File: src/rtl/load_store_unit.sv
// load_store_unit: memory-access unit between the multicycle core datapath and
// a request/acknowledge memory bus. Builds byte enables and lane-replicated store
// data, and extracts and sign/zero-extends load data for the RV32I load and store
// widths (byte, half, word). Rejects illegal or misaligned requests without
// touching the bus.
//
// Optional feature: macro LSU_TIMEOUT_EN. When it is defined, an access that
// waits TIMEOUT_CYCLES cycles without mem_ack is aborted and reports bus_error.
// When it is undefined, the unit waits for mem_ack indefinitely and bus_error
// is tied to 0.
//
// Ports:
//   clk, reset         rising-edge clock; asynchronous active-high reset
//   req_read/req_write load/store request, sampled only in IDLE
//   req_funct3         [1:0] size (00 byte, 01 half, 10 word); [2] unsigned load
//   req_address        byte address
//   req_write_data     right-justified store data
//   busy               high whenever the unit is not IDLE
//   done               one-cycle completion pulse
//   load_data          extended load result (held until the next completion)
//   misaligned         qualifies done: the request was rejected
//   bus_error          qualifies done: the access timed out
//   mem_read/mem_write memory strobes, held until mem_ack
//   mem_address        word-aligned address
//   mem_byte_enable    byte lane strobes
//   mem_write_data     lane-replicated store data
//   mem_read_data      memory read word
//   mem_ack            access complete, sampled at the rising edge

module load_store_unit #(
  parameter int unsigned ADDR_WIDTH     = 32,
  parameter int unsigned TIMEOUT_CYCLES = 256
) (
  input  logic                  clk,
  input  logic                  reset,
  input  logic                  req_read,
  input  logic                  req_write,
  input  logic [2:0]            req_funct3,
  input  logic [ADDR_WIDTH-1:0] req_address,
  input  logic [31:0]           req_write_data,
  output logic                  busy,
  output logic                  done,
  output logic [31:0]           load_data,
  output logic                  misaligned,
  output logic                  bus_error,
  output logic                  mem_read,
  output logic                  mem_write,
  output logic [ADDR_WIDTH-1:0] mem_address,
  output logic [3:0]            mem_byte_enable,
  output logic [31:0]           mem_write_data,
  input  logic [31:0]           mem_read_data,
  input  logic                  mem_ack
);

  typedef enum logic [1:0] {
    StIdle,
    StAccess,
    StDone
  } state_e;

  state_e     state;
  logic [1:0] off_q;     // byte offset of the captured address
  logic [2:0] funct3_q;  // captured funct3 (size and unsigned flag)

  // Request decode, evaluated on the raw request inputs while IDLE.
  logic [1:0]  req_size;
  logic [1:0]  req_off;
  logic        req_valid;
  logic        req_illegal;
  logic        req_unaligned;
  logic        req_reject;
  logic [3:0]  be_next;
  logic [31:0] wdata_next;

  always_comb begin
    req_size      = req_funct3[1:0];
    req_off       = req_address[1:0];
    req_valid     = req_read | req_write;
    req_illegal   = (req_read & req_write) | (req_size == 2'b11) | (req_funct3[2] & req_write);
    req_unaligned = ((req_size == 2'b01) & req_off[0]) |
                    ((req_size == 2'b10) & (req_off != 2'b00));
    req_reject    = req_illegal | req_unaligned;

    be_next    = 4'b0000;
    wdata_next = 32'h0;
    unique case (req_size)
      2'b00: begin
        be_next    = 4'b0001 << req_off;
        wdata_next = {4{req_write_data[7:0]}};
      end
      2'b01: begin
        be_next    = 4'b0011 << req_off;
        wdata_next = {2{req_write_data[15:0]}};
      end
      2'b10: begin
        be_next    = 4'b1111;
        wdata_next = req_write_data;
      end
      default: begin
        be_next    = 4'b0000;
        wdata_next = 32'h0;
      end
    endcase
  end

  // Load extraction from the returned word, using the captured offset and funct3.
  logic [7:0]  load_byte;
  logic [15:0] load_half;
  logic [31:0] load_ext;

  always_comb begin
    unique case (off_q)
      2'b00:   load_byte = mem_read_data[7:0];
      2'b01:   load_byte = mem_read_data[15:8];
      2'b10:   load_byte = mem_read_data[23:16];
      default: load_byte = mem_read_data[31:24];
    endcase
    load_half = off_q[1] ? mem_read_data[31:16] : mem_read_data[15:0];

    load_ext = 32'h0;
    unique case (funct3_q[1:0])
      2'b00:   load_ext = {{24{~funct3_q[2] & load_byte[7]}}, load_byte};
      2'b01:   load_ext = {{16{~funct3_q[2] & load_half[15]}}, load_half};
      2'b10:   load_ext = mem_read_data;
      default: load_ext = 32'h0;
    endcase
  end

  // Timeout detection.
  logic timeout_hit;

`ifdef LSU_TIMEOUT_EN
  logic [15:0] tmo_cnt;

  always_comb begin
    timeout_hit = (tmo_cnt == 16'(TIMEOUT_CYCLES - 1));
  end
`else
  logic unused_timeout_cycles;

  assign unused_timeout_cycles = ^(16'(TIMEOUT_CYCLES));

  always_comb begin
    timeout_hit = 1'b0;
  end
`endif

  assign busy = (state != StIdle);

  always_ff @(posedge clk or posedge reset) begin
    if (reset) begin
      state           <= StIdle;
      off_q           <= 2'b00;
      funct3_q        <= 3'b000;
      done            <= 1'b0;
      load_data       <= 32'h0;
      misaligned      <= 1'b0;
      bus_error       <= 1'b0;
      mem_read        <= 1'b0;
      mem_write       <= 1'b0;
      mem_address     <= '0;
      mem_byte_enable <= 4'b0000;
      mem_write_data  <= 32'h0;
`ifdef LSU_TIMEOUT_EN
      tmo_cnt         <= 16'h0;
`endif
    end else begin
      unique case (state)
        StIdle: begin
          done <= 1'b0;
          if (req_valid) begin
            off_q    <= req_off;
            funct3_q <= req_funct3;
            if (req_reject) begin
              // Rejected requests complete next cycle without touching the bus.
              state      <= StDone;
              done       <= 1'b1;
              misaligned <= 1'b1;
              bus_error  <= 1'b0;
              load_data  <= 32'h0;
            end else begin
              state           <= StAccess;
              mem_read        <= req_read;
              mem_write       <= req_write;
              mem_address     <= {req_address[ADDR_WIDTH-1:2], 2'b00};
              mem_byte_enable <= be_next;
              mem_write_data  <= wdata_next;
`ifdef LSU_TIMEOUT_EN
              tmo_cnt         <= 16'h0;
`endif
            end
          end
        end

        StAccess: begin
          if (mem_ack) begin
            // Strobes drop on the acknowledging edge so no second access is issued.
            state      <= StDone;
            done       <= 1'b1;
            mem_read   <= 1'b0;
            mem_write  <= 1'b0;
            misaligned <= 1'b0;
            bus_error  <= 1'b0;
            load_data  <= mem_write ? 32'h0 : load_ext;
          end else if (timeout_hit) begin
            state      <= StDone;
            done       <= 1'b1;
            mem_read   <= 1'b0;
            mem_write  <= 1'b0;
            misaligned <= 1'b0;
            bus_error  <= 1'b1;
            load_data  <= 32'h0;
          end else begin
`ifdef LSU_TIMEOUT_EN
            tmo_cnt <= tmo_cnt + 16'h1;
`endif
          end
        end

        StDone: begin
          done  <= 1'b0;
          state <= StIdle;
        end

        default: begin
          done  <= 1'b0;
          state <= StIdle;
        end
      endcase
    end
  end

endmodule
File: config.mk
export PLATFORM = sky130hd
export DESIGN_NAME = load_store_unit
export DESIGN_NICKNAME = d
export VERILOG_FILES = /design/src/rtl/load_store_unit.sv
export SDC_FILE = /design/constraint.sdc
export NUM_CORES = 1
export LEC_CHECK = 0
export CAP_MARGIN = 20
export CORE_UTILIZATION = 25
export CTS_CLUSTER_DIAMETER = 80
export DETAILED_ROUTE_END_ITERATION = 8
export SETUP_SLACK_MARGIN = 0.5
export SLEW_MARGIN = 15
export SYNTH_ARGS = -nofsm -noshare
export SYNTH_HDL_FRONTEND = slang
export SYNTH_SLANG_ARGS = --single-unit
File: constraint.sdc
create_clock -name clk -period 4.6 [get_ports clk]
set_clock_uncertainty 0.1 [all_clocks]
set_input_delay 0.46 -clock clk [delete_from_list [all_inputs] [get_ports clk]]
set_output_delay 0.46 -clock clk [all_outputs]
set_load 0.005 [all_outputs]
* After elaboration in Yosys (flattened, before gate mapping)
Cells that the tools add are included.
** Word-level totals
- Register bits :: 110
- Input bits :: 104
- Logic and storage cells :: 82
- Output and inout port bits :: 106
** Operators by class
- Mux-type cells :: 31
- Reductions and logical operators :: 12
- Bitwise operators :: 13
- Shifts and indexed selects :: 2
- Equal/unequal tests :: 12
** Operator list (number)
- one-hot mux 32 bit (3 select lines) :: 2
- 2-to-1 mux 32 bit :: 4
- one-hot mux 32 bit (2 select lines) :: 1
- one-hot mux 8 bit (3 select lines) :: 1
- 2-to-1 mux 16 bit :: 1
- 2-to-1 mux 1 bit :: 12
- one-hot mux 4 bit (3 select lines) :: 1
- one-hot mux 1 bit (2 select lines) :: 5
- == test 2 x 1 -> 1 bit, second input constant :: 4
- == test 2 bit, second input constant :: 4
- logical NOT 2 bit :: 4
- != test 2 bit, second input constant :: 4
- AND reduction 4 bit :: 2
- AND 1 bit :: 6
- 2-to-1 mux 2 bit :: 3
- nonzero test 2 bit :: 3
- OR 1 bit :: 5
- one-hot mux 2 bit (2 select lines) :: 1
- AND reduction 2 bit :: 2
- left shift 1 x 2 -> 4 bit, first input constant :: 1
- left shift 2 x 2 -> 4 bit, first input constant :: 1
- AND reduction 3 bit :: 1
- NOT 1 bit :: 2

* Depth between registers and ports, before layout
Gate-level depths: netlist of run 1.
- Depth in word-level cells :: 7
- Depth in mapped cells :: 6
- Gate-level depth less buffers :: 4

* Worst setup path after synthesis of run 1
Ideal clock, no wire load.
- Path type :: input-to-reg
- Start :: input port req_address[0]
- End :: register mem_address[2]
- Stages on the path :: 5
- Data required time :: 4.373 ns
- Setup time :: 0.127 ns
- Setup slack :: 2.757 ns
- Arrival time :: 1.615 ns
- Buffers on the path :: 2
- Cell sequence :: o21a_1 nor4_4 buf_4 buf_6 mux2_1
** Between the ends
- Cells in the longest elaborated chain, start to end :: 6
- Elaborated cells between the ends (all ways) :: 7
- Classes of those cells :: 5 x bitwise; 2 x reduce/logical
** RTL lines
- start, declared :: RTL line 39 : input logic [ADDR_WIDTH-1:0] req_address,
- nonzero test 2 bit :: RTL line 81 : ((req_size == 2'b10) & (req_off != 2'b00));
- AND 1 bit :: RTL line 81
- OR 1 bit * :: RTL line 80 : req_unaligned = ((req_size == 2'b01) & req_off[0]) |
- OR 1 bit * :: RTL line 82 : req_reject = req_illegal | req_unaligned;
- NOT 1 bit (no source line) *
- AND reduction 3 bit (no source line) *
- end signal, assigned :: RTL line 185 : mem_address <= {req_address[ADDR_WIDTH-1:2], 2'b00};
- end, declared :: RTL line 48 : output logic [ADDR_WIDTH-1:0] mem_address,
Mark *: on every way between the ends. The rest lies on a longest branch, timed or not.
A chain may end at the register's enable or synchronous reset.

* Worst setup path after layout of run 1
- Start :: input port req_funct3[1]
- End :: register misaligned
** Between the ends
- Cells in the longest elaborated chain, start to end :: 6
- Elaborated cells between the ends (all ways) :: 11
- Classes of those cells :: 4 x eq/ne; 6 x bitwise; 1 x reduce/logical
** RTL lines
- start, declared :: RTL line 38 : input logic [2:0] req_funct3,
- == test 2 bit, or another cell as far along :: RTL line 79 : req_illegal = (req_read & req_write) | (req_size == 2'b11) | (req_funct3[2] & req_write);
- OR 1 bit, or another cell as far along :: RTL line 79
- OR 1 bit (on tied branches) :: RTL line 79, 80
- OR 1 bit * :: RTL line 82
- != test 2 bit (no source line) *
- AND reduction 4 bit (no source line) *
- end signal, assigned :: RTL line 157 : misaligned <= 1'b0;
- end signal, assigned :: RTL line 178 : misaligned <= 1'b1;
- end signal, assigned :: RTL line 202 : misaligned <= 1'b0;
- end, declared :: RTL line 44 : output logic misaligned,
Marks and branches as above.

==> results of run 1 <==
layout by cell type (no fill, tap or decap), types with 16 or more instances in the layout:
cell and count:
a21oi_1 25, a22oi_1 26, clkdlybuf4s50_1 206, dfrtp_1 109
inv_1 24, mux2_2 50, mux2i_1 26, nand2_1 19
nand3_1 18, nor2_1 17, nor2b_1 16, o21ai_0 23
o2bb2ai_1 18
critical path, stage by stage:
cell             delay (ps)
clkdlybuf4s50_1         400
buf_4                   240
o21a_1                  260
nor3_1                  380
a21bo_1                 910
a21boi_0                200
metal layers:
metal | global-route usage (%) | vias to the layer above | wire length (um)
li1 | - | 2032 | -
met1 | 18.8 | 2118 | 6910
met2 | 25.0 | 154 | 7580
met3 | 3.60 | 18 | 1030
met4 | 5.31 | 0 | 266
met5 | 0 | - | 0
registers in the layout, summed over array words and instances, names as in the netlist:
signal           flops
mem_byte_enable      4
mem_write            1
state                2
mem_write_data      32
mem_read             1
load_data           32
done                 1
off_q                2
funct3_q             3
mem_address         30
misaligned           1
how the worst max path moves through the flow:
stage / to / depth (start not counted) / from / slack, ps
after floorplan: done / 1 / reset / 1170
after global placement: misaligned / 6 / req_funct3[1] / 1520
after detailed placement: misaligned / 6 / req_funct3[1] / 1410
after CTS: misaligned / 6 / req_funct3[1] / 1840
after global routing: done / 6 / req_funct3[1] / 1620
final: misaligned / 6 / req_funct3[1] / 1820
stage by stage:
| step | total power [uW] | hold slack, ps | instances | worst slack [ps] | area (um2) |
|---|---|---|---|---|---|
| 2_1_floorplan | 2320 | 379 | 463 | 1170 | 5250 |
| 3_3_place_gp | 3240 | 367 | 908 | 1520 | 7500 |
| 3_5_place_dp | 3280 | 377 | 908 | 1410 | 7500 |
| 4_1_cts | 4100 | 391 | 923 | 1840 | 7790 |
| 5_1_grt | 4310 | 407 | 924 | 1620 | 7800 |
| 6_report | 4050 | 390 | 924 | 1820 | 7800 |
report_power, final:
part	internal (uW)	leakage (uW)	total (uW)	switching, uW
clock network	419	0.000130	787	368
logic	1030	0.00169	1680	649
registers	1310	0.00138	1580	271
logic make-up (layout without fill, tap and decap cells):
kind of cell	after synthesis	in the layout	synth area share [%]
muxes	85	85	17.6
buffers and inverters	63	254	5.80
DFF	109	109	52.0
other	1	3	0.0715
and+or+nand+nor	78	78	7.42
AOI/OAI and AO/OA	125	125	17.0
final cells by class:
class / instances / area share (%)
timing repair buffer: 213 / 27.3
clock inverter: 6 / 0.834
sequential: 109 / 35.0
inverter: 26 / 1.31
tap: 270 / 4.33
multi-input combinational: 291 / 28.4
clock buffer: 9 / 2.89
==> impl_metrics.py, run 1 <==
metrics = {
    "timing": {
        "tns_ps": 0,
        "layout_min_cycle_time_ps": 2780,
        "slew_viol_final": 0,
        "slew_headroom_pct": 26.6,
        "fmax_ghz": 0.359,
        "min_period_over_period_pct": 60.5,
        "final-setup-viol-count": 0,
        "finalHoldViolCount": 0,
        "rsz0062_at_grt": "no",
        "tightest_slew_ps": 1100,
    },
    "critical_path": {
        "r2r.worst_path.cells": 4,
        "timing.rr.end": "load_data[15]",
        "crit_type": "in -> reg",
        "worstPathArrival_ps": 2870,
        "end_kind": "flip-flop",
        "rrSetupSlack_ps": 2170,
        "reg2reg_from": "off_q[1]",
        "startpoint_type": "input pin",
        "cp_max_fo": 35,
        "required_ps": 4690,
    },
    "drt": {
        "totalWireLength_mm": 15.8,
        "wl_per_cell_um": 17.1,
        "detailroute.via_count": 4322,
        "drt_iter0_markers": 189,
        "drtPass1Iterations": 5,
        "ant_nets": 0,
        "via_per_inst": 4.68,
        "drc": 0,
    },
    "synthesis": {
        "synth-seq-cells": 109,
        "synthTopCellsByCount": "dfrtp_1 (109), mux2_2 (50), a22oi_1 (26), mux2i_1 (26)",
        "ys_seq_area_share_pct": 52.0,
        "yosys.area.top_type": "dfrtp_1",
        "synth_edf_count": 0,
        "synth.avg_cell_area_um2": 11.4,
        "yosys_warnings": 0,
        "mappedNetlistArea_um2": 5240,
        "synthTopCellsByArea": "dfrtp_1 (52%), mux2_2 (11%), mux2i_1 (5.0%)",
        "synth-async-reset-ratio_pct": 100,
        "yosysMostFrequentCell": "dfrtp_1",
        "synth_cells": 461,
        "synthFlopType": "dfrtp_1",
        "synth_top_area_share_pct": 52.0,
        "ys_types": 38,
    },
    "place": {
        "hpwl_mm": 11.5,
        "portBuffers": 206,
        "place.gp.congestion": 0.807,
    },
    "floorplanning": {
        "die-area_um2": 21500,
        "ioPinCount": 210,
        "rows": 52,
        "start_util_pct": 25.7,
        "core_um2": 20400,
        "die_h_um": 147,
        "die_w_um": 147,
    },
    "clock_tree": {
        "clkLatencyLatePin_ps": 350,
        "htreeDepth": 3,
        "clock_path_buffers": 2,
        "cts_tree": "done",
        "cts_buffers": 9,
        "cts-resized-gates": 0,
        "cts.sink_count": 109,
        "cts-hold-fix-buffers": 0,
        "clock_tree.root_cell": "clkbuf_16",
        "post_cts_buffers": 0,
        "clkTransAtPathRegs_ps": 70,
    },
    "cells_and_area": {
        "fillCellCount": 1962,
        "final_util_pct": 38.3,
        "seq_area_um2": 2730,
        "final_net_count": 754,
        "multiInputGateArea_um2": 2220,
        "diodes": 0,
        "drive_above_1_share_pct": 11.8,
        "area_delta_synth_final_pct": 48.9,
    },
    "global_route": {
        "antenna_found_initial": 0,
        "grt_pass1_vias": 4632,
        "overflow": 0,
        "grt_pass1_wl_mm": 25.4,
        "grt_max_degree": 89,
        "grt_usage_pct": 15.0,
    },
    "pwr": {
        "p_per_area_nw_per_um2": 519,
        "power_leakage_uw": 0.00320,
        "ir_drop_v": 0.000252,
    },
    "hold_path": {
        "whs_endpoint": "mem_address[5]",
        "hold_class": "reg -> reg",
        "min_path_cells": 1,
        "hp-start": "mem_address[5]",
    },
    "flow_run": {
        "cap_violations": 0,
    },
    "status": {
        "status": "finished, final reports clean",
    },
}
Note: power is estimated with default switching activity, not from simulation.
==> inputs of run 2 (changes only) <==
Clock period 4.6 ns to 2.5 ns, I/O delays scaled along.
==> run 2 against run 1 <==
  * Utilization up 0.98 points
  * Critical endpoint is now mem_write_data[30]
  * Cell count rose by 1.6%
  * Combinational power increased by 93%
  * Via count increased by 2.4%
  * Critical path depth stayed put
  * Total power grew 85%
  * Sequential power up 80%
  * Non-clock buffer count rose by 14
  * Register-to-register slack worse by 1600 ps
  * Largest power group unchanged
==> impl_metrics.py, run 2 (synthesized netlist as in run 1, its figures left out) <==
metrics = {
    "status": {
        "status": "finished, final reports clean",
    },
    "cells_and_area": {
        "final_cell_mix": "clkdlybuf4s50_1 (204), dfrtp_1 (108), mux2_2 (50)",
        "area_delta_synth_final_pct": 52.7,
        "layout_commonest_cell": "clkdlybuf4s50_1",
        "final_util_pct": 39.3,
        "top_regs": "load_data x32, mem_write_data x32, mem_address x30",
        "final_net_count": 768,
        "diodes": 0,
        "drive_above_1_share_pct": 14.5,
    },
    "drt": {
        "drc": 0,
        "detailroute.via_count": 4426,
        "totalWireLength_mm": 16.1,
        "drt_iter0_markers": 228,
        "wl_per_cell_um": 17.2,
        "ant_nets": 0,
        "drtPass1Iterations": 4,
        "via_per_inst": 4.71,
    },
    "place": {
        "place.gp.congestion": 0.820,
        "hpwl_mm": 11.9,
        "pre_cts_slack_ps": 96.2,
        "portBuffers": 206,
    },
    "timing": {
        "tns_ps": 0,
        "layout_min_cycle_time_ps": 1920,
        "final-setup-viol-count": 0,
        "tightest_slew_ps": 741,
        "slew_headroom_pct": 50.5,
        "fmax_ghz": 0.520,
        "rsz0062_at_grt": "yes",
        "min_period_over_period_pct": 76.9,
        "slew_viol_final": 0,
        "fin_ws_ps": 576,
        "finalHoldViolCount": 0,
    },
    "critical_path": {
        "cp_max_fo": 14,
        "rrSetupSlack_ps": 580,
        "crit_type": "reg -> reg",
        "end_kind": "flip-flop",
        "startpoint_type": "flip-flop",
        "worstPathArrival_ps": 2060,
        "required_ps": 2630,
    },
    "floorplanning": {
        "rows": 52,
        "die_h_um": 147,
        "die_w_um": 147,
        "die-area_um2": 21500,
        "ioPinCount": 210,
        "start_util_pct": 25.7,
        "core_um2": 20400,
    },
    "clock_tree": {
        "cts_buffers": 9,
        "clock_path_buffers": 2,
        "htreeDepth": 3,
        "clock_tree.root_cell": "clkbuf_16",
        "cts.sink_count": 109,
        "cts_tree": "done",
        "clkTransAtPathRegs_ps": 70,
        "clkLatencyLatePin_ps": 350,
    },
    "global_route": {
        "grt_pass1_vias": 4729,
        "grt_pass1_wl_mm": 25.7,
        "antenna_found_initial": 0,
        "overflow": 0,
        "grt_max_degree": 37,
        "grt_usage_pct": 15.1,
    },
    "pwr": {
        "power_leakage_uw": 0.00331,
        "p_per_area_nw_per_um2": 934,
        "ir_drop_v": 0.000443,
    },
    "flow_run": {
        "cap_violations": 0,
    },
    "hold_path": {
        "hold_class": "in -> reg",
    },
}
run 2: changes by cell type in the layout (fill, tap and decap cells not counted), moves of 2 or more:
| cell | delta |
|---|---|
| buf_12 | +4 |
| buf_4 | +8 |
| clkdlybuf4s50_1 | -2 |
| dlymetal6s2s_1 | +2 |
run 2: final cells by class:
type                            instances  area [um2]
Clock inverter                          7        50.0
Sequential cell                       109        2730
Multi-Input combinational cell        291        2240
Inverter                               26         101
Timing Repair Buffer                  227        2320
Fill cell                            1958       12400
Clock buffer                            9         225
Tap cell                              270         338
run 2: path summary, 6_finish.rpt:
kind / startpoint / end / depth (start not counted)
setup / recovery: state[1] / mem_write_data[30] / 6
hold / removal: req_funct3[1] / funct3_q[1] / 2
setup reg to reg: state[1] / mem_write_data[30] / 6
hold reg to reg: mem_address[9] / mem_address[9] / 1
max in group asynchronous: reset / mem_address[22] / 3
min in group asynchronous: reset / mem_address[9] / 2
run 2: metrics by stage:
stage	area [um2]	power (uW)	cells	hold WS, ps
final	8000	7470	939	227
after global routing	8000	7950	939	251
after CTS	7980	7560	938	309
after detailed placement	7620	6090	917	377
after global placement	7620	6020	917	368
after floorplan	5250	4280	463	285
run 2: repair_timing:
action	CTS	global route
resized for setup	1	7
cloned	2	0
pin swaps	2	0
hold buffers	0	0
setup endpoints to repair	53	24
endpoints found under the hold margin	0	0
setup buffers	3	0
run 2: metal layers:
layer	part of all wire [%]	global-route usage [%]	up-vias
met3	8.0	4.41	16
met5	0	0	-
met1	42	18.5	2170
li1	-	-	2069
met4	1.4	5.10	0
met2	49	25.3	171
run 2: power by group:
part	internal (uW)	total, uW	switching (uW)	leakage (uW)
combinational	1980	3250	1270	0.00181
sequential	2410	2850	444	0.00137
clock	681	1370	690	0.000128
total	5070	7470	2400	0.00331
run 2: critical path: stages, from the launching register on:
cell       delay, ps
dfrtp_1          440
nor2_4           160
inv_2             80
nor4_4           200
buf_4            180
bufbuf_16        300
mux2_2           340
==> inputs of run 3 (changes only) <==
Clock period 2.5 ns to 1.9 ns, I/O delays scaled along.
==> run 3 against run 2 <==
  * Wire length increased by 16%
  * Utilization increased by 6.5 points
  * Sequential share of layout area decreased by 4.8 points
  * Die area unchanged
  * Design area increased by 17%
  * Critical path depth unchanged
  * Combinational power increased by 76%
  * First-iteration DRC count decreased by 26%
  * Cell count increased by 9.3%
  * Register-to-register slack got worse by 490 ps
  * Global-route usage increased by 1.6 points
  * Largest cell class is now non-clock buffers
==> impl_metrics.py, run 3 (synthesized netlist as in run 1, its figures left out) <==
metrics = {
    "pwr": {
        "combPwrFrac_pct": 50.6,
        "p_total_uw": 11300,
        "pwr-share-clk_pct": 16.7,
        "p_int_uw": 7520,
        "p_switching_uw": 3820,
        "seqPwrFrac_pct": 32.7,
        "ir_drop_v": 0.000529,
        "swShare_pct": 33.7,
        "power_leakage_uw": 0.00433,
        "p_per_area_nw_per_um2": 1210,
    },
    "floorplanning": {
        "ioPinCount": 210,
        "start_util_pct": 25.7,
        "die-area_um2": 21500,
        "core_um2": 20400,
        "die_w_um": 147,
        "rows": 52,
        "die_h_um": 147,
    },
    "timing": {
        "fmax_ghz": 0.552,
        "rsz0062_at_grt": "yes",
        "slew_headroom_pct": 61.1,
        "layout_min_cycle_time_ps": 1810,
        "final-setup-viol-count": 0,
        "slew_viol_final": 0,
        "tightest_slew_ps": 582,
        "finalHoldViolCount": 0,
        "min_period_over_period_pct": 95.4,
    },
    "critical_path": {
        "critPathSlowestCell": "dfrtp_1",
        "cp_max_fo": 8,
        "crit_type": "reg -> reg",
        "r2r.worst_path.cells": 6,
        "required_ps": 2040,
        "crit_chain": "buf_6, nor3_1, a211oi_2, a21bo_4, buf_12, a221o_1",
        "end_kind": "flip-flop",
        "worstPathArrival_ps": 1950,
        "critPathBufInv": 2,
        "startpoint_type": "flip-flop",
        "rrSetupSlack_ps": 90,
        "crit_path_max_incr_delay_ps": 420,
        "timing.rr.end": "load_data[3]",
        "reg2reg_from": "state[0]",
        "crit_family": "compound AO/OA/AOI/OAI gates",
    },
    "place": {
        "portBuffers": 206,
        "place.gp.congestion": 0.901,
        "hpwl_mm": 12.1,
        "placed_area_um2": 7840,
    },
    "cells_and_area": {
        "top_regs": "load_data x32, mem_write_data x32, mem_address x30",
        "area_delta_synth_final_pct": 78.1,
        "multiInputGateArea_um2": 2720,
        "layout_commonest_cell": "dfrtp_1",
        "fillCellCount": 1854,
        "fin_area_um2": 9340,
        "seq_area_um2": 2730,
        "final_net_count": 854,
        "drive_above_1_share_pct": 32.3,
        "final_cell_mix": "dfrtp_1 (106), dlygate4sd2_1 (103), clkdlybuf4s50_1 (99)",
    },
    "global_route": {
        "grtUsageMet3_pct": 4.01,
        "met2_usage_pct": 28.0,
        "grt_max_degree": 62,
        "grt_pass1_wl_mm": 28.1,
        "grt_usage_pct": 16.7,
        "met1_usage_pct": 20.9,
        "grt-busiest-layer": "met2",
        "overflow": 0,
        "antenna_found_initial": 1,
        "grt_pass1_vias": 5130,
    },
    "clock_tree": {
        "clkLatencyLatePin_ps": 350,
        "clock_path_buffers": 2,
        "clkTransAtPathRegs_ps": 80,
        "clock_tree.root_cell": "clkbuf_16",
        "cts_buffers": 9,
        "htreeDepth": 3,
        "cts.sink_count": 109,
        "cts_tree": "done",
    },
    "drt": {
        "detailroute.via_count": 4861,
        "drc": 0,
        "ant_nets": 0,
        "wl_per_cell_um": 18.3,
        "totalWireLength_mm": 18.7,
        "drt_iter0_markers": 168,
        "via_per_inst": 4.74,
        "drtPass1Iterations": 4,
    },
    "hold_path": {
        "hold_class": "in -> async",
    },
    "flow_run": {
        "cap_violations": 0,
    },
    "status": {
        "status": "finished, final reports clean",
    },
}
[run 3: final cells by class]
| cell class | instances | area share [%] |
|---|---|---|
| well taps | 270 | 3.62 |
| flip-flops and latches | 109 | 29.3 |
| clock buffers | 10 | 2.56 |
| inverters | 26 | 1.09 |
| repair buffers | 313 | 33.8 |
| clock inverters | 6 | 0.590 |
| multi-input cells | 291 | 29.1 |
| diodes | 1 | 0.0268 |
[run 3: worst max path at each step]
stage | endpoint | startpoint | cells after the start | slack (ps)
final | load_data[3] | state[0] | 6 | 90
after global routing | mem_write_data[31] | req_funct3[2] | 7 | 20
after CTS | mem_write_data[21] | state[0] | 7 | 50
after detailed placement | mem_byte_enable[2] | req_funct3[1] | 6 | -310
after global placement | mem_address[24] | req_funct3[1] | 5 | -230
after floorplan | mem_address[3] | state[0] | 6 | 140
[run 3: stage by stage]
stage	util, %	TNS, ps	worst slack [ps]	instances	hold slack, ps
final	45.8	0	87.7	1026	191
after global routing	45.8	0	21.7	1026	233
after CTS	43.2	0	47.9	1008	199
after detailed placement	38.5	-23020	-307	937	378
after global placement	38.5	-19310	-235	937	366
after floorplan	-	0	135	463	225
[run 3: worst reg2reg max path: stages, from the launching register on]
cell and delay [ps]:
dfrtp_1 420, buf_6 120, nor3_1 40, a211oi_2 250, a21bo_4 300, buf_12 160, a221o_1 310
[run 3: timing repair]
item | in CTS | in global routing
setup buffers | 48 | 10
hold buffers | 0 | 0
gates resized for setup | 170 | 65
endpoints found under the setup margin | 212 | 111
cloned | 7 | 7
pin swaps | 34 | 26
[run 3: power groups by stage]
| stage | Sequential (uW) | Combinational, uW | Clock, uW |
|---|---|---|---|
| CTS | 3710 | 5120 | 1950 |
| finish | 3700 | 5730 | 1900 |
| global placement | 3720 | 4410 | 0 |
| global route | 3810 | 6120 | 2050 |
| detailed placement | 3760 | 4500 | 0 |
| floorplan | 3710 | 2040 | 0 |
[run 3: layer usage]
layer / share of wire (%) / vias to the layer above
li1: - / 2242
met1: 42 / 2413
met2: 49 / 179
met3: 6.9 / 27
met4: 2.0 / 0
met5: 0 / -
==> patch 1: new RTL, flow settings as in run 3 <==
Set the parameter `ADDR_WIDTH` to 48 (it was 32).
--- a/src/rtl/load_store_unit.sv
+++ b/src/rtl/load_store_unit.sv
@@ -29,5 +29,5 @@
 
 module load_store_unit #(
-  parameter int unsigned ADDR_WIDTH     = 32,
+  parameter int unsigned ADDR_WIDTH     = 48,
   parameter int unsigned TIMEOUT_CYCLES = 256
 ) (
Ports: changed (resized mem_address and req_address); port bits go from 210 to 242. The function was not compared with the original's and may differ.
==> patch 1 against run 3 <==
  * Area after synthesis is 15% higher
  * Fmax rose by 6.6%
  * Design area rose by 9.9%
  * Power increased by 34%
  * Worst setup slack better by 0.11 ns
  * Sequential cell count rose by 16
  * Critical path depth decreased by 2
  * Wire length increased by 5.8%
  * Highest routed layer unchanged
==> patch 1: results (changes against run 3) <==
- The class of the worst hold path is input pin to register (was input pin to async pin).
- The largest net degree at the start of global routing was 72 (was 62).
- The maximum resistive drop on vdd is 597 uV (was 529 uV).
- The leakage power is 4.70 nW (was 4.33 nW).
- The post-placement cell count is 1,079 (was 937).
- The share of layout cells above drive strength 1 is 30.1% (was 32.3%).
- The non-filler instance count after layout is 1,167 (was 1,026).
- The depth of the CTS H-tree is 4 (was 3).
- The highest-delay cell along the critical path is dfrtp_2 (was dfrtp_1).
- The number of different library cells in the post-synthesis netlist was 45 (was 38).
- The sequential area share after synthesis is 52.0% (about the same).
- The count of inserted antenna diode cells is 0 (was 1).
- The reported clock group power is 0.00344 W (was 0.00190 W).
- The global router's overall resource usage is 16.2% (was 16.7%).
- Run status: completed (unchanged).
- The detailed route wirelength on metal2 is 9420 um (was 9120 um).
- The instance area after placement came to 9100 sq um (was 7840 sq um).
- The synthesized area per cell was 11.6 sq um (was 11.4 sq um).
- The placer's final routability congestion estimate is 0.773 (was 0.901).
- The per-cell routed wire length is 17.0 um (was 18.3 um).
- The global-route met1 utilization was 20.7% (was 20.9%).
- The routed length on met3 is 1470 um (was 1290 um).
- The maximum fanout encountered on the critical timing path is 5 (was 8).
- The switching power of the nets is 0.00500 W (was 0.00382 W).
- Cells taking the most area after synthesis: dfrtp_1 52%, mux2_4 10%, o21ai_0 4.9% (was dfrtp_1 52%, mux2_2 11%, mux2i_1 5.0%).
## patch 1: area by class of cell
cell class                      count  area, sq um
Clock buffer                       17          425
Inverter                            8         33.8
Tap cell                          319          399
Timing Repair Buffer              341         3220
Sequential cell                   125         3130
Fill cell                        2291        13300
Clock inverter                     14          183
Multi-Input combinational cell    343         2870
## patch 1: what timing repair did
item                                    in CTS  in global routing
gates resized for setup                    189                 56
pin swaps                                    8                 11
hold buffers                                 1                  0
setup buffers                               34                 19
endpoints found under the setup margin     237                163
endpoints found under the hold margin        1                  0
cloned                                       3                  0
## patch 1: path summary, 6_finish.rpt
kind,startpoint,cells past startpoint,slack (ns),end
min in group asynchronous,reset,3,0.14,mem_byte_enable[3]
max reg2reg,off_q[1],4,0.20,load_data[4]
min reg2reg,mem_address[2],1,0.38,mem_address[2]
min,req_read,3,0.02,mem_read
max in group asynchronous,reset,3,1.18,mem_write_data[8]
max,off_q[1],4,0.20,load_data[4]
==> patch 2: new RTL, flow settings as in run 3 <==
Made on the original files. Make the reset (`reset`) synchronous in one clocked block. Comments in the files are not updated.
--- a/src/rtl/load_store_unit.sv
+++ b/src/rtl/load_store_unit.sv
@@ -148,5 +148,5 @@
   assign busy = (state != StIdle);
 
-  always_ff @(posedge clk or posedge reset) begin
+  always_ff @(posedge clk) begin
     if (reset) begin
       state           <= StIdle;
Function: differs if reset is asserted again (counterexample within 4 cycles, from zero or initial values and one cycle with reset high); with reset held inactive, the same outputs for 4 cycles.
==> patch 2 against run 3 <==
  * Worst setup slack better by 0.11 ns
  * Cell count grew 12%
  * Hold slack lost 0.075 ns
  * Highest routed layer unchanged
  * Utilization grew 0.58 points
  * Area after synthesis down 1.3%
  * Wire length up 11%
  * Synthesized cell count is 31% higher
  * Sequential cell count did not move
  * Fmax grew 6.5%
  * Design area rose by 0.62%
Power is not compared: it rests on default switching activity, and its combinational part moved more than twofold at a synthesized area within 25%.
==> patch 2: results (changes against run 3) <==
- Run status: completed (unchanged).
- Most numerous cell types in the synthesized netlist: 109 x dfxtp_1, 83 x a21oi_1, 51 x o21ai_1 (was 109 x dfrtp_1, 50 x mux2_2, 26 x a22oi_1, 26 x mux2i_1).
- The first-pass GRT wire length is 32,600 um (was 28,100 um).
- The maximum fanout encountered on the critical timing path was 9 (was 8).
- The detailed router's first-iteration violation count came to 328 (was 168).
- The highest-delay cell along the critical path is dfxtp_4 (was dfrtp_1).
- The class of the worst hold path was input pin to register (was input pin to async pin).
- The global router's overall resource usage is 19.5% (was 16.7%).
- The sequential area share after synthesis is 42.2% (was 52.0%).
- The worst stage delay on the critical path is 0.37 ns (was 0.42 ns).
- The instance area after placement came to 8120 sq um (was 7840 sq um).
- The transition at the pin with the smallest max-transition slack is 0.685 ns (was 0.582 ns).
- The ratio of routed vias to standard cells came to 5.08 (was 4.74).
- The count of inserted antenna diode cells was 0 (was 1).
- The arrival time of data at the critical path endpoint is 1.87 ns (was 1.95 ns).
- The share of layout cells above drive strength 1 is 29.5% (was 32.3%).
- The initial antenna violation count is 0 (was 1).
- The count of vias placed by the detailed router came to 5,812 (was 4,861).
- Power comes to 0.00699 W.
- The post-route fraction of the period consumed by the critical path is 89.5% (was 95.4%).
- The largest net degree at the start of global routing is 57 (was 62).
- The per-cell routed wire length is 18.2 um (was 18.3 um).
- The capture point of the worst path is mem_write_data[22] (was load_data[3]).
- The number of nets in the final layout is 974 (was 854).
- The number of logic stages on the critical path including buffering is 8 (was 6).
## patch 2: routing by layer
metal	share of wire (%)	GRT usage, %	routed length, um
met1	44	25.7	9130
met2	47	31.1	9840
met3	7.8	5.39	1640
met4	1.3	5.63	277
met5	0	0	0
## patch 2: logic make-up after synthesis
group                  after synthesis  synth area share [%]
other                                1                0.0725
AO/OA/AOI/OAI                      234                  27.3
multiplexers                        34                  8.27
AND/OR/NAND/NOR                    158                  15.9
flip-flops                         109                  42.2
buffers and inverters               69                  6.33
## patch 2: cell type report
type	count	area [sq um]	share of cell area [%]
repair buffers	315	3370	35.9
multi-input cells	431	3090	32.9
flip-flops and latches	109	2250	23.9
well taps	270	338	3.60
clock buffers	10	239	2.54
clock inverters	6	91.3	0.972
inverters	4	15.0	0.160
## patch 2: timing repair
| item | 4_1_cts | 5_1_grt |
|---|---|---|
| resized for setup | 227 | 28 |
| gates cloned | 15 | 1 |
| pin swaps | 40 | 10 |
| buffers inserted | 18 | 9 |
| setup endpoints to repair | 212 | 111 |
